===== src/rtl/aud_recorder.sv =====
// aud_recorder
//   Captures the left channel of an I2S codec ADC stream (16-bit, MSB first)
//   and emits one SRAM write per sample at consecutive word addresses,
//   stopping once the word at ADDR_MAX has been written.
// Ports
//   i_clk      codec bit clock (BCLK), rising-edge logic
//   i_rst_n    synchronous active-low reset
//   i_lrc      ADCLRC, low = left channel
//   i_data     ADCDAT serial data
//   i_start    pulse: start recording / resume from pause
//   i_pause    pulse: pause after the current sample completes
//   i_stop     pulse: abort, return to idle
//   o_address  SRAM word address of the current/next write
//   o_data     captured left-channel sample
//   o_wr       one-cycle write strobe
//   o_full     set once the word at ADDR_MAX has been written
module aud_recorder #(
    parameter logic [19:0] ADDR_MAX = 20'hFFFFF
) (
    input  logic        i_clk,
    input  logic        i_rst_n,
    input  logic        i_lrc,
    input  logic        i_data,
    input  logic        i_start,
    input  logic        i_pause,
    input  logic        i_stop,
    output logic [19:0] o_address,
    output logic [15:0] o_data,
    output logic        o_wr,
    output logic        o_full
);

    typedef enum logic [2:0] {
        S_IDLE,
        S_WAIT,
        S_SHIFT,
        S_STORE,
        S_PAUSE,
        S_FULL
    } state_t;

    state_t      state_q, state_d;
    logic        lrc_q;            // i_lrc delayed by one cycle
    logic [15:0] shift_q, shift_d;
    logic [3:0]  cnt_q, cnt_d;
    logic        pend_q, pend_d;
    logic [19:0] addr_q, addr_d;
    logic [15:0] data_q, data_d;
    logic        wr_q, wr_d;
    logic        full_q, full_d;
    logic        lrc_fall;

    assign lrc_fall = lrc_q & ~i_lrc;

    always_comb begin
        state_d = state_q;
        shift_d = shift_q;
        cnt_d   = cnt_q;
        pend_d  = pend_q;
        addr_d  = addr_q;
        data_d  = data_q;
        wr_d    = 1'b0;
        full_d  = full_q;

        case (state_q)
            S_IDLE, S_FULL: begin
                // stop and pause outrank start even where they have no effect
                if (!i_stop && !i_pause && i_start) begin
                    addr_d  = '0;
                    full_d  = 1'b0;
                    pend_d  = 1'b0;
                    state_d = S_WAIT;
                end
            end
            S_WAIT: begin
                if (pend_q || i_pause) begin
                    pend_d  = 1'b0;
                    state_d = S_PAUSE;
                end else if (lrc_fall) begin
                    cnt_d   = '0;
                    state_d = S_SHIFT;
                end
            end
            S_SHIFT: begin
                shift_d = {shift_q[14:0], i_data};
                cnt_d   = cnt_q + 4'd1;
                if (i_pause) begin
                    pend_d = 1'b1;
                end
                if (cnt_q == 4'd15) begin
                    state_d = S_STORE;
                end
            end
            S_STORE: begin
                data_d  = shift_q;
                wr_d    = 1'b1;
                state_d = S_WAIT;
                if (i_pause) begin
                    pend_d = 1'b1;
                end
            end
            S_PAUSE: begin
                if (!i_stop && !i_pause && i_start) begin
                    state_d = S_WAIT;
                end
            end
            default: state_d = S_IDLE;
        endcase

        // Address advance happens the cycle after the strobe; reaching
        // ADDR_MAX overrides whatever the S_WAIT branch chose.
        if (wr_q) begin
            if (addr_q == ADDR_MAX) begin
                full_d  = 1'b1;
                pend_d  = 1'b0;
                state_d = S_FULL;
            end else begin
                addr_d = addr_q + 20'd1;
            end
        end

        // A write already strobed still advances the address; only the
        // in-flight sample is discarded.
        if (i_stop && state_q != S_IDLE) begin
            state_d = S_IDLE;
            wr_d    = 1'b0;
            pend_d  = 1'b0;
        end
    end

    always_ff @(posedge i_clk) begin
        if (!i_rst_n) begin
            state_q <= S_IDLE;
            lrc_q   <= 1'b1;
            shift_q <= '0;
            cnt_q   <= '0;
            pend_q  <= 1'b0;
            addr_q  <= '0;
            data_q  <= '0;
            wr_q    <= 1'b0;
            full_q  <= 1'b0;
        end else begin
            state_q <= state_d;
            lrc_q   <= i_lrc;
            shift_q <= shift_d;
            cnt_q   <= cnt_d;
            pend_q  <= pend_d;
            addr_q  <= addr_d;
            data_q  <= data_d;
            wr_q    <= wr_d;
            full_q  <= full_d;
        end
    end

    assign o_address = addr_q;
    assign o_data    = data_q;
    assign o_wr      = wr_q;
    assign o_full    = full_q;

endmodule


===== config.mk =====
export PLATFORM = sky130hd
export DESIGN_NAME = aud_recorder
export DESIGN_NICKNAME = d
export VERILOG_FILES = /design/src/rtl/aud_recorder.sv
export SDC_FILE = /design/constraint.sdc
export NUM_CORES = 1
export LEC_CHECK = 0
export BUFFER_PORTS_ARGS = -buffer_cell sky130_fd_sc_hd__buf_2
export CORE_MARGIN = 2
export CORE_UTILIZATION = 38
export DETAILED_ROUTE_END_ITERATION = 8
export GPL_ROUTABILITY_DRIVEN = 0
export PLACE_DENSITY = 0.63
export SYNTH_ARGS = -nofsm -noshare
export SYNTH_HDL_FRONTEND = slang
export SYNTH_SLANG_ARGS = --single-unit

===== constraint.sdc =====
create_clock -name i_clk -period 4.6 [get_ports i_clk]
set_input_delay 1.38 -clock i_clk [delete_from_list [all_inputs] [get_ports i_clk]]
set_output_delay 1.38 -clock i_clk [all_outputs]
set_load 0.005 [all_outputs]

Word level (Yosys, flattened, before mapping)
Cells that the tools add are included.
- register bits after elaboration: 63
- input port bits: 7
- output and inout port bits: 38
- logic and storage cells: 62
- $add $sub $neg: 2
- equality and inequality tests: 9
- muxes and demuxes: 25
- bitwise gates (word level): 3
- reductions and logical operators: 14
- operators by type and width (operator ; count):
    $mux 20 ; 4
    $add 20x1->20 const B ; 1
    $eq 20x20->1 const B ; 1
    $mux 3 ; 6
    $pmux 3 s4 ; 1
    $mux 1 ; 10
    $mux 4 ; 2
    $pmux 4 s2 ; 1
    $eq 3x2->1 const B ; 2
    $eq 3x3->1 const B ; 2
    $reduce_or 2->1 ; 3
    $add 4x1->4 const B ; 1
    $eq 4x4->1 const B ; 1
    $ne 2x2->1 const B ; 2
    $eq 3x1->1 const B ; 1
    $logic_and 1x1->1 ; 3
    $logic_not 3->1 ; 1
    $pmux 1 s3 ; 1
    $reduce_and 3->1 ; 1
    $reduce_bool 3->1 ; 1
    $reduce_or 3->1 ; 1
    $logic_not 1->1 ; 2
    $not 1->1 ; 2
    $reduce_bool 2->1 ; 1
    other kinds (2) ; 2

Longest topological paths before layout
- depth in word-level cells: 7
- mapped depth: 8
- mapped depth without buffers: 6

Least setup slack after synthesis
No wires, ideal clock.
- path type: input port to flip-flop
- start point: in i_pause
- end point: reg addr_q[10] (netlist: o_address[10])
- library setup time: 0.122 ns
- data arrival time: 2.715 ns
- required time: 4.478 ns
- setup slack: 1.763 ns
- cell stages on the path: 7
- buffers on the path: 2
- cells stage by stage: nor4b_2 -> nand2_1 -> and2_0 -> clkbuf_1 -> and2_4 -> buf_8 -> a221o_1
- word-level cells in the longest chain between the ends: 7
- ends and longest elaborated chain (what ; RTL line ; source):
    from (decl) ; 25 ; input logic i_pause,
    $logic_not 1->1 (*) ; 68 ; if (!i_stop && !i_pause && i_start) begin
    $logic_and 1x1->1 (*) (2 in a row) ; 68 ;
    $mux 20 (*) ; 68 ;
    $mux 20 (*) ; 65 ; case (state_q)
    $mux 20 ; 113 ; if (addr_q == ADDR_MAX) begin
    $mux 20 (*) ; 112 ; if (wr_q) begin
    to (signal assigned) ; 148 ; addr_q <= addr_d;
    to (decl) ; 47 ; logic [19:0] addr_q, addr_d;
Every way passes the cells marked *; elsewhere a longest branch is shown, timed or not.
A chain may end at the register's enable or synchronous reset.

Worst setup path after layout
Same ends and word-level chain as after synthesis.

==> impl_metrics.tcl <==
set metrics [dict create \
    skew_ns 0.0125 \
    track_usage_pct 16.4 \
    root_buffer "clkbuf_8" \
    dieArea_um2 8300 \
    fin_tns_setup_ns 0 \
    worstHoldPathType "reg2reg" \
    cp-start-kind "input port" \
    cts_inserted_buffers 9 \
    syn-num-nets 355 \
    synthCells 346 \
    ys_ff_latch 63 \
    syn-cell-area_um2 2880 \
    cp-end-kind "register" \
    core_um2 7290 \
    start_util_pct 39.5 \
    drive_gt1_share_pct 17.9 \
    die_h_um 91.1 \
    cts_tree "yes" \
    detail_route.vias_per_cell 5.21 \
    ctsHtreeMaxLevel 3 \
    cts_hold_buf 0 \
    area_delta_synth_final_pct 15.1 \
    grt_overflow_total 0 \
    most-common-layout-cells "nand2_1, dfxtp_1, buf_2" \
    fin_util_pct 45.5 \
    clockBufferDepth 2 \
    required_ns 4.83 \
    die_w_um 91.1 \
    fin_crit_sh_pct 58.2 \
    ir_drop_mv 0.124 \
    max_cap_viol_count 0 \
    wirelength_um 6360 \
    critPathSlowestCell "a221o_1" \
    cts_setup_buffers 0 \
    clk_latency_ns 0.34 \
    hpwl_um 4340 \
    clkTransAtPathRegs_ns 0.08 \
    ctsResizeCount 0 \
    post-route-min-period_ns 2.68 \
    ant_nets 0 \
    io_pins 45 \
    synth_edf_count 0 \
    dr.pass1.iters 4 \
    drc 0 \
    final_hold_viol_count 0 \
    clock-sinks 63 \
    vias 2522 \
    num-fill-cells 762 \
    synthArstFlopShare_pct 0 \
    io_buffer_count 44 \
    stdcell_count 484 \
    arrival_ns 2.91 \
    grt_max_degree 46 \
    p_leak_nw 1.35 \
    drt_iter0_drc 144 \
    dpl_worst_slack_ns 1.56 \
    hold_ws_ns 0.448 \
    n_antenna_cell 0 \
    design_area_um2 3320 \
    antenna_found_initial 0 \
    grt_pass1_vias 2428 \
    rows 31 \
    reg2reg_setup_slack_ns 1.96 \
    worst_slack_ns 1.92 \
    power_mw 1.06 \
    maxSlewHeadroom_pct 38.6 \
    seq_area_frac_synth_pct 43.8 \
    cpPeakStageDelay_ns 0.34 \
    crit_fanout 10 \
    fin_nets 389 \
    max_freq_mhz 373 \
    path_cells "buf_2, nor4b_2, nand2_1, and2_0, and2_4, a221o_1" \
    grt_setup_unrepaired "no" \
    status "finished, final reports clean" \
    avgSynthCellArea_um2 8.33 \
    slew_violations 0 \
    layout_commonest_cell "nand2_1" \
    critPathKind "in2reg" \
    dpl_cell_area_um2 3120 \
    max_slew.worst_pin.slew_ns 0.914 \
    finalSetupViolations 0 \
    synth_top_flop_cell "dfxtp_1" \
    power_density_nw_per_um2 319 \
    dp.cells 468 \
    synth.distinct_cells 56 \
    wire_per_inst_um 13.1 \
    yosys_warnings 0 \
    grt_pass1_wl_um 11300 \
]
worst max-delay path: cells and delay by family:
kind | cells | cell delay, ns
AO/OA/AOI/OAI | 1 | 0.34
buffers and inverters | 1 | 0.13
AND/OR/NAND/NOR | 4 | 1.06
worst paths after layout:
check / start / end / depth (start not counted)
setup / recovery: i_pause / o_address[10] / 6
hold / removal: o_data[15] / o_data[15] / 2
setup reg to reg: o_address[0] / o_address[8] / 6
hold reg to reg: o_data[15] / o_data[15] / 2
per-layer routing:
layer  global-route usage (%)  up-vias  share of wire, %
met4                     7.70        0               1.9
met2                     26.4       66                46
met1                     21.0     1159                47
met5                        0        -                 0
met3                     3.32       13               4.9
li1                         -     1284                 -
synth_stat cells (2+ instances only):
master	n	share of area (%)
nand2_1	85	11
dfxtp_1	63	44
a21boi_0	33	8.6
clkbuf_1	15	2.0
nand3_1	14	2.4
and3_1	13	2.8
nor2_1	12	1.6
nor3_1	11	1.9
a211o_1	10	3.0
o21ai_0	9	1.6
a21oi_1	8	1.4
nand4_1	7	1.5
inv_1	6	0.78
and2_1	4	0.87
a31oi_1	3	0.65
buf_2	3	0.52
nor2b_1	3	0.65
o2bb2ai_1	3	0.91
a21boi_1	2	0.52
a41o_1	2	0.69
buf_6	2	0.78
ha_1	2	0.87
nor3b_1	2	0.52
o31ai_1	2	0.52
state kept, by name, summed over array words and instances, names as in the netlist:
register   count
shift_q       16
cnt_q          4
o_wr           1
lrc_q          1
o_data        16
o_full         1
state_q        3
o_address     20
pend_q         1
logic make-up after synthesis:
logic type	share of synthesized area [%]
flops	43.8
mux	0.391
buf+inv	4.69
compound gates	22.8
simple gates	26.9
xor+xnor	0.608
fa+ha+maj	0.868
layout make-up:
| type | instances | area (µm²) | share of cell area [%] |
|---|---|---|---|
| Multi-Input combinational cell | 255 | 1490 | 44.8 |
| Clock inverter | 7 | 73.8 | 2.22 |
| Tap cell | 99 | 124 | 3.73 |
| Inverter | 6 | 22.5 | 0.678 |
| Sequential cell | 63 | 1260 | 38.0 |
| Clock buffer | 9 | 124 | 3.73 |
| Timing Repair Buffer | 45 | 228 | 6.86 |
report_power, final:
group          internal, mW  total [mW]  switching [mW]
registers             0.547       0.549         0.00251
logic                0.0137      0.0321          0.0184
clock network         0.251       0.477           0.226
total                 0.811        1.06           0.247
Power figures use the tool's default switching activity.
